[src/rtl/robo_pkg.sv]
// Shared encodings for the robot map updater: command opcodes, gamepad
// button positions and the command scheduler's FSM states.
package robo_pkg;

   typedef enum logic [1:0] {
      OP_NONE    = 2'b00,
      OP_AVANCAR = 2'b01,
      OP_GIRAR   = 2'b10,
      OP_REMOVER = 2'b11
   } op_t;

   typedef enum logic {
      ST_IDLE  = 1'b0,
      ST_ISSUE = 1'b1
   } state_t;

   localparam int unsigned BTN_UP    = 0;
   localparam int unsigned BTN_RIGHT = 1;
   localparam int unsigned BTN_A     = 4;
   localparam int unsigned BTN_START = 7;

   // Autonomous request priority: remover > girar > avancar.
   function automatic op_t auto_op(input logic rem, input logic gir, input logic ava);
      if (rem) return OP_REMOVER;
      if (gir) return OP_GIRAR;
      if (ava) return OP_AVANCAR;
      return OP_NONE;
   endfunction

endpackage

[src/rtl/cmd_fifo.sv]
// Small synchronous FIFO of 2-bit command opcodes. A push into a full FIFO is
// accepted only when a pop happens in the same cycle; flush wins over push.
module cmd_fifo #(
   parameter int unsigned DEPTH = 4
) (
   input  logic       clk,
   input  logic       rst,
   input  logic       push,
   input  logic       pop,
   input  logic       flush,
   input  logic [1:0] din,
   output logic [1:0] dout,
   output logic       full,
   output logic       empty
);

   localparam int unsigned AW = $clog2(DEPTH);

   logic [1:0]    mem [DEPTH];
   logic [AW-1:0] wr_ptr;
   logic [AW-1:0] rd_ptr;
   logic [AW:0]   count;
   logic          do_push;
   logic          do_pop;

   assign empty   = (count == '0);
   assign full    = (count == (AW+1)'(DEPTH));
   assign do_pop  = pop & ~empty;
   assign do_push = push & (~full | do_pop);
   assign dout    = mem[rd_ptr];

   always_ff @(posedge clk or posedge rst) begin
      if (rst) begin
         wr_ptr <= '0;
         rd_ptr <= '0;
         count  <= '0;
      end else if (flush) begin
         wr_ptr <= '0;
         rd_ptr <= '0;
         count  <= '0;
      end else begin
         if (do_push) wr_ptr <= wr_ptr + 1'b1;
         if (do_pop)  rd_ptr <= rd_ptr + 1'b1;
         count <= count + {{AW{1'b0}}, do_push} - {{AW{1'b0}}, do_pop};
      end
   end

   always_ff @(posedge clk) begin
      if (do_push && !flush) mem[wr_ptr] <= din;
   end

endmodule

[src/rtl/escalonador_comandos.sv]
// Frame-paced command scheduler: merges queued gamepad commands and Robo FSM
// requests into at most one valid/ready transfer per VGA frame.
module escalonador_comandos
   import robo_pkg::*;
#(
   parameter int unsigned FRAMES_PER_STEP = 8,
   parameter int unsigned FIFO_DEPTH      = 4,
   parameter int unsigned BTN_W           = 12
) (
   input  logic             Clock50,
   input  logic             Reset,
   input  logic             v_sync,
   input  logic [BTN_W-1:0] Entradas,
   input  logic             auto_avancar,
   input  logic             auto_girar,
   input  logic             auto_remover,
   output logic             auto_ack,
   output logic             cmd_valid,
   output logic [1:0]       cmd_op,
   input  logic             cmd_ready,
   output logic             modo_auto,
   output logic [7:0]       drop_count
);

   localparam int unsigned CW = (FRAMES_PER_STEP > 1) ? $clog2(FRAMES_PER_STEP) : 1;

   state_t        state, state_next;
   op_t           op_q, op_next;
   logic          vs_meta, vs_sync, vs_prev, frame_tick;
   logic [3:0]    btn_q, btn_prev, btn_edge;
   logic          unused_btns;
   logic          up_e, right_e, a_e, start_e;
   logic          push_req, drop;
   op_t           push_op;
   logic          toggle_pending, apply_toggle, transfer, step_due;
   logic [CW-1:0] frame_cnt;
   logic          fifo_pop, fifo_full, fifo_empty;
   logic [1:0]    fifo_head;

   assign unused_btns = ^Entradas;
   assign frame_tick  = vs_prev & ~vs_sync;
   assign btn_edge    = btn_q & ~btn_prev;
   assign {start_e, a_e, right_e, up_e} = btn_edge;

   assign push_req = a_e | right_e | up_e;
   assign push_op  = a_e ? OP_REMOVER : (right_e ? OP_GIRAR : OP_AVANCAR);

   assign transfer     = (state == ST_ISSUE) & cmd_ready;
   assign apply_toggle = (state == ST_IDLE) & (start_e | toggle_pending);
   assign step_due     = modo_auto & frame_tick & (frame_cnt == CW'(FRAMES_PER_STEP - 1));
   assign fifo_pop     = transfer & ~modo_auto;
   assign drop         = push_req & fifo_full & ~fifo_pop & ~apply_toggle;

   assign cmd_valid = (state == ST_ISSUE);
   assign cmd_op    = op_q;

   cmd_fifo #(.DEPTH(FIFO_DEPTH)) u_fifo (
      .clk   (Clock50),
      .rst   (Reset),
      .push  (push_req),
      .pop   (fifo_pop),
      .flush (apply_toggle),
      .din   (push_op),
      .dout  (fifo_head),
      .full  (fifo_full),
      .empty (fifo_empty)
   );

   always_ff @(posedge Clock50 or posedge Reset) begin
      if (Reset) begin
         state <= ST_IDLE;
         op_q  <= OP_NONE;
      end else begin
         state <= state_next;
         op_q  <= op_next;
      end
   end

   // A mode change flushes the FIFO in the same cycle, so it suppresses any issue then.
   always_comb begin
      state_next = state;
      op_next    = op_q;
      case (state)
         ST_IDLE: begin
            if (frame_tick && !apply_toggle) begin
               if (!modo_auto && !fifo_empty) begin
                  op_next    = op_t'(fifo_head);
                  state_next = ST_ISSUE;
               end else if (step_due && (auto_remover || auto_girar || auto_avancar)) begin
                  op_next    = auto_op(auto_remover, auto_girar, auto_avancar);
                  state_next = ST_ISSUE;
               end
            end
         end
         ST_ISSUE: begin
            if (cmd_ready) begin
               op_next    = OP_NONE;
               state_next = ST_IDLE;
            end
         end
         default: begin
            op_next    = OP_NONE;
            state_next = ST_IDLE;
         end
      endcase
   end

   always_ff @(posedge Clock50 or posedge Reset) begin
      if (Reset) begin
         vs_meta        <= 1'b0;
         vs_sync        <= 1'b0;
         vs_prev        <= 1'b0;
         btn_q          <= '0;
         btn_prev       <= '0;
         modo_auto      <= 1'b0;
         toggle_pending <= 1'b0;
         frame_cnt      <= '0;
         auto_ack       <= 1'b0;
         drop_count     <= '0;
      end else begin
         vs_meta  <= v_sync;
         vs_sync  <= vs_meta;
         vs_prev  <= vs_sync;
         btn_q    <= {Entradas[BTN_START], Entradas[BTN_A], Entradas[BTN_RIGHT], Entradas[BTN_UP]};
         btn_prev <= btn_q;
         auto_ack <= transfer & modo_auto;

         if (apply_toggle) begin
            modo_auto      <= ~modo_auto;
            toggle_pending <= 1'b0;
         end else if ((state == ST_ISSUE) && start_e) begin
            toggle_pending <= 1'b1;
         end

         if (apply_toggle)
            frame_cnt <= '0;
         else if (modo_auto && frame_tick)
            frame_cnt <= (frame_cnt == CW'(FRAMES_PER_STEP - 1)) ? '0 : frame_cnt + 1'b1;

         if (drop && (drop_count != '1)) drop_count <= drop_count + 1'b1;
      end
   end

endmodule
[config.mk]
export PLATFORM = sky130hd
export DESIGN_NAME = escalonador_comandos
export DESIGN_NICKNAME = d
export VERILOG_FILES = /design/src/rtl/robo_pkg.sv /design/src/rtl/cmd_fifo.sv /design/src/rtl/escalonador_comandos.sv
export SDC_FILE = /design/constraint.sdc
export NUM_CORES = 1
export LEC_CHECK = 0
export ABC_AREA = 1
export CAP_MARGIN = 5
export CORE_MARGIN = 5
export CORE_UTILIZATION = 44
export CTS_CLUSTER_DIAMETER = 30
export CTS_CLUSTER_SIZE = 16
export DETAILED_ROUTE_END_ITERATION = 7
export PLACE_DENSITY = 0.74
export SYNTH_ARGS = -nofsm -noshare
export SYNTH_HDL_FRONTEND = slang
export SYNTH_SLANG_ARGS = --single-unit
[constraint.sdc]
create_clock -name Clock50 -period 1.87 [get_ports Clock50]
set_clock_uncertainty 0.2 [all_clocks]
set_input_delay 0.187 -clock Clock50 [delete_from_list [all_inputs] [get_ports Clock50]]
set_output_delay 0.187 -clock Clock50 [all_outputs]
set_load 0.05 [all_outputs]
Word-level counts from Yosys, hierarchy flattened
Memories as Yosys holds them, arrays and structs flattened.
Cells that the tools add are included.
{"block": "word_totals", "input_bits": 19, "ramBits": 8, "n_memories": 1, "reg_bits": 35}
{"block": "op_classes", "n_addsub": 6, "n_reduce_logical": 18, "bitwise": 25, "n_eq_ne": 6, "n_mux": 48}
{"memory": "u_fifo.mem", "depth": 4, "word_bits": 2, "read_ports": 1, "rd_ports_with_merged_regs": 0, "wr": 1, "line_no": "cmd_fifo.sv:19", "source": "logic [1:0] mem [DEPTH];"}
{"op": "2-bit 2-to-1 mux", "count": 16}
{"op": "1-bit 2-to-1 mux", "count": 26}
{"op": "1-bit bitwise AND", "count": 12}
{"op": "3-bit 2-to-1 mux", "count": 4}
{"op": "8-bit by 1-bit adder with 8-bit output, second input constant", "count": 1}
{"op": "8-bit != test, second input constant", "count": 1}
{"op": "2-bit nonzero test", "count": 4}
{"op": "1-bit logical AND", "count": 7}
{"op": "1-bit NOT", "count": 7}
{"op": "3-bit == test, second input constant", "count": 2}
{"op": "2-bit by 1-bit adder with 2-bit output, second input constant", "count": 2}
{"op": "4-bit bitwise AND", "count": 1}
{"op": "4-bit NOT", "count": 1}
{"op": "1-bit bitwise OR", "count": 4}
{"op": "2-bit one-hot mux with 2 select lines", "count": 1}
{"op": "3-bit by 1-bit adder with 3-bit output", "count": 1}
{"op": "3-bit by 1-bit adder with 3-bit output, second input constant", "count": 1}
{"op": "1-bit zero test", "count": 3}
{"op": "3-bit zero test", "count": 1}
{"op": "3-bit by 1-bit != test with 1-bit output, second input constant", "count": 1}
{"op": "3-bit AND reduction", "count": 1}
{"op": "3-bit by 1-bit subtractor with 3-bit output", "count": 1}
{"op": "1-bit logical OR", "count": 2}
{"op": "2-bit by 1-bit != test with 1-bit output, second input constant", "count": 1}
{"op": "2 further kinds", "count": 2}

Logic depth before layout (Yosys ltp)
{"block": "logic_depth", "depth_word": 27, "mapped_depth": 11, "depth_no_buf": 11}

Modules after synthesis
Synthesis repeated with hierarchy kept, for this count alone.
{"block": "unflattened", "cells_unflattened": 244, "hier_area_um2": 2174.6}
{"module": "escalonador_comandos", "instances": 1, "area_each_um2": 1390.1, "seq_area_each_um2": 700.7, "cells_per_inst": 160}
{"module": "cmd_fifo", "instances": 1, "area_each_um2": 784.5, "seq_area_each_um2": 415.4, "cells_per_inst": 84}

Least setup slack after synthesis
Ideal clock, no wire load.
{"block": "synth_timing", "path_type": "register to register", "from": "register state (netlist: cmd_valid)", "to": "register u_fifo.count[2]", "arrival_ps": 2012, "setup_ps": 124, "n_path_buf": 0, "synth_period_minus_slack_ps": 2336, "stages_incl_launch_ff": 12, "path_slack_ps": -466, "t_required_ps": 1546, "path_cell_list": "dfrtp_1 -> nand2_2 -> nor2_2 -> nand2_1 -> inv_1 -> ha_1 -> inv_1 -> ha_1 -> inv_1 -> fa_1 -> xor2_1 -> nor2_1"}
{"block": "synth_between", "elab_chain_len": 8, "elab_cells_between_ends": 10}
{"element": "from (decl)", "line_no": "escalonador_comandos.sv:27", "source": "state_t state, state_next;"}
{"element": "from (signal assigned)", "line_no": "escalonador_comandos.sv:74", "source": "state <= state_next;"}
{"element": "1-bit bitwise AND", "line_no": "escalonador_comandos.sv:48", "source": "assign transfer = (state == ST_ISSUE) & cmd_ready;"}
{"element": "1-bit bitwise AND", "line_no": "escalonador_comandos.sv:51", "source": "assign fifo_pop = transfer & ~modo_auto;"}
{"element": "1-bit bitwise AND", "line_no": "cmd_fifo.sv:28", "source": "assign do_pop = pop & ~empty;"}
{"element": "1-bit bitwise OR", "line_no": "cmd_fifo.sv:29", "source": "assign do_push = push & (~full | do_pop);"}
{"element": "1-bit bitwise AND", "line_no": "cmd_fifo.sv:29"}
{"element": "3-bit by 1-bit adder with 3-bit output", "line_no": "cmd_fifo.sv:44", "source": "count <= count + {{AW{1'b0}}, do_push} - {{AW{1'b0}}, do_pop};"}
{"element": "3-bit by 1-bit subtractor with 3-bit output", "line_no": "cmd_fifo.sv:44"}
{"element": "3-bit 2-to-1 mux (*)", "line_no": "cmd_fifo.sv:37", "source": "end else if (flush) begin"}
{"element": "to (signal assigned)", "line_no": "cmd_fifo.sv:44"}
{"element": "to (decl)", "line_no": "cmd_fifo.sv:22", "source": "logic [AW:0] count;"}
Mark *: on every way between the ends. The rest lies on a longest branch, timed or not.
A chain may end at the register's enable or synchronous reset.

Worst setup path after layout
{"block": "layout_timing", "from": "register u_fifo.count[1]", "to": "register u_fifo.count[1]"}
{"block": "layout_between", "elab_chain_len": 8, "elab_cells_between_ends": 10}
{"element": "3-bit zero test", "line_no": "cmd_fifo.sv:26", "source": "assign empty = (count == '0);"}
{"element": "1-bit NOT", "line_no": "cmd_fifo.sv:28"}
{"element": "1-bit bitwise AND", "line_no": "cmd_fifo.sv:28"}
{"element": "1-bit bitwise OR", "line_no": "cmd_fifo.sv:29"}
{"element": "1-bit bitwise AND", "line_no": "cmd_fifo.sv:29"}
{"element": "3-bit by 1-bit adder with 3-bit output", "line_no": "cmd_fifo.sv:44"}
{"element": "3-bit by 1-bit subtractor with 3-bit output (*)", "line_no": "cmd_fifo.sv:44"}
{"element": "3-bit 2-to-1 mux (*)", "line_no": "cmd_fifo.sv:37"}
Marks and branches as above.

==> results.md <==
- TritonCTS buffer count: 5
- Starting Density: a little under half
- Fin crit period: 2030 ps
- Drt wl/cell: between 9 and 10 µm
- Reg-to-Reg Start: u_fifo.count[1]
- Placed instance count: roughly 350
- Routability cong.: a little under 0.8
- Crit path to: u_fifo.count[1]
- Pwr dens: around 1300 nW/µm²
- R2r setup slk: -160 ps
- Slew Limit Fails: 0
- Synth area leaders: dfrtp_1, nand2_1, edfxtp_1
- Die area: 6410 µm²
- Setup CP Type: register to register
- Remaining antenna violation count: 0
- Achievable Freq: 0.493 GHz
- Via density: roughly 4.5
- TritonCTS clock tree: done
- Clk sinks: 43
- Synth area leader: dfrtp_1
- P&R area growth vs syn: 26.7%
- GRT Total Usage: 12.8%
- Lkg Pwr: 1.43 nW
- Final setup violation count: 2
- Critical Path AT: 1990 ps
- Vias in the first global route: ~1600
- Fin crit share: 108%
- Inserted Diodes: 0
- Share of layout cells above drive strength 1: 23.7%
- Slew headroom: 66.9%
- Final Hold Viols: 0
- Post-Synthesis Cells: 247
- Grt ovf: 0
- DR iter-0 viols: 41
- R2R cell count: 10
- Startpoint Class: register
- Synthesized area: 2160 µm²
- Syn nets: 276
- Commonest cells after routing, fill and taps aside: nand2_1, inv_1, dfrtp_1
- Sequential area share after synthesis: 51.7%
- Core Util, Final: 57.5%
- Chip width: ~80 µm
- DRC viols: 0
- WHS: 85.0 ps
- Violations in the final reports: negative setup slack
- Yosys cell types: 27
- Largest net degree at the start of global routing: 36
- Die height: approximately 80 µm
- Number of I/O pins: 32
- Status: complete, but fails checks
- Clock root buffer: clkbuf_8
- Clock slew at reported path FFs: 80 ps
- Register bit count reported by yosys: 43
- Nets: around 320
- Post-route worst setup slack: -157 ps
- Non-filler instance count after layout: 362
- First drt pass iteration count: 4
- Via count: 1623
- Critical path endpoint category: register
- First-pass GRT wire length: 6510 µm
- Worst Tran Pin Value: between 400 and 500 ps
- Row count: 25
- WP data required: ~1800 ps
- Leading cell type in the layout, fill and taps excluded: nand2_1
- R2R Path End: u_fifo.count[1]
- Max Cap Viol: 0
- DPL Wire Length: 2730 µm
- H-tree depth: 2
- Post-synth top area share: 40.6%
- Warnings, synthesis: 0
- Final wirelength: about 3600 µm
- Max IR drop VDD: 0.852 mV
- Core area: 4750 µm²
- Worst-skew pair later-pin latency: 290 ps
- Initial antenna violation count: 0
- Synthesized area per cell: 8.74 µm²
- Total negative slack: -298 ps
- CP Max Fanout: 2
- Worst hold-check path type: input port to asynchronous set/reset pin
- RSZ-0062 raised after global routing: true
- Clk buf depth: 2
- Worst Setup SP: u_fifo.count[1]
- Port Buffers: 23
- PnR Total Power: about 0.0035 W
==> flip-flops by register name, summed over array words and instances (netlist names) <==
name	cells
toggle_pending	1
drop_count	8
btn_prev	4
u_fifo.count	3
vs_prev	1
u_fifo.mem	8
cmd_valid	1
auto_ack	1
u_fifo.rd_ptr	2
modo_auto	1
vs_sync	1
vs_meta	1
frame_cnt	3
btn_q	4
u_fifo.wr_ptr	2
cmd_op	2
==> worst min path at each step <==
stage,startpoint,end,slack (ps)
global placement,vs_meta,vs_sync,130
CTS,Reset,vs_sync,100
floorplan,Entradas[0],btn_q[0],20
detailed placement,vs_meta,vs_sync,140
finish,Reset,vs_sync,80
global route,v_sync,vs_meta,120
==> synthesized netlist by cell type <==
master / n
a21oi_1: 2
nor3_1: 2
nand3_1: 16
edfxtp_1: 8
clkinv_2: 1
nand3b_1: 1
xor2_1: 5
nand2_2: 3
dfrtp_1: 35
nand2_1: 65
nand3_2: 1
o21ai_0: 9
nand4_4: 1
buf_2: 1
or2_2: 1
nor2_8: 1
nor2_1: 28
clkinv_1: 1
nand2_4: 4
inv_1: 39
nor2_2: 4
xnor2_1: 2
ha_1: 9
nand4_1: 3
inv_2: 3
nor2_4: 1
fa_1: 1
==> cell families (layout without fill, tap and decap cells) <==
group                      count (synthesis)  count (layout)  share of synthesized area [%]
adders and majority gates                 10              10                           6.14
AOI/OAI and AO/OA                         11              11                           2.55
and+or+nand+nor                          131             131                           28.9
DFF                                       43              43                           51.7
buffers and inverters                     45              93                           7.94
xor gates and xnor gates                   7               7                           2.84
==> report_power, final <==
group | total (W) | switching, W | internal, W | leakage, nW
clock network | 0.000690 | 0.000291 | 0.000400 | 0.0524
registers | 0.00131 | 0.000148 | 0.00116 | 0.513
logic | 0.00154 | 0.000926 | 0.000609 | 0.866
total | 0.00354 | 0.00136 | 0.00217 | 1.43
==> critical path, cell delays in order (launching register included) <==
cell and delay (ps):
dfrtp_1 380, nor2_1 100, nand2_1 90, nand2_2 90, inv_2 50, ha_4 200, inv_2 60, ha_4 120
inv_2 40, fa_2 560, nor2_2 30
==> through the flow <==
stage / worst slack (ps) / cell area [µm²]
floorplan: -299 / 2160
global placement: -468 / 2530
detailed placement: -504 / 2530
CTS: -190 / 2660
global route: -234 / 2740
finish: -157 / 2740
==> area by class of cell <==
| cell class | count | area [µm²] |
|---|---|---|
| multi-input cells | 159 | 920 |
| repair buffers | 41 | 340 |
| fillers | 460 | 2020 |
| clock buffers | 7 | 76.3 |
| well taps | 67 | 83.8 |
| clock inverters | 1 | 30.0 |
| inverters | 44 | 166 |
| flip-flops and latches | 43 | 1120 |
==> repair_timing <==
item	in CTS	in global routing
gates resized for setup	1	15
hold buffers	0	1
setup endpoints to repair	2	10
pin swaps	2	7
buffers inserted	3	2
hold endpoints to repair	0	1
==> metal layers <==
layer	vias up	global-route usage [%]	routed length [µm]
li1	852	-	-
met1	738	14.6	1580
met2	27	23.3	1820
met3	6	3.36	164
met4	0	3.55	47
met5	-	0	0
(Power assumes the default switching activity.)
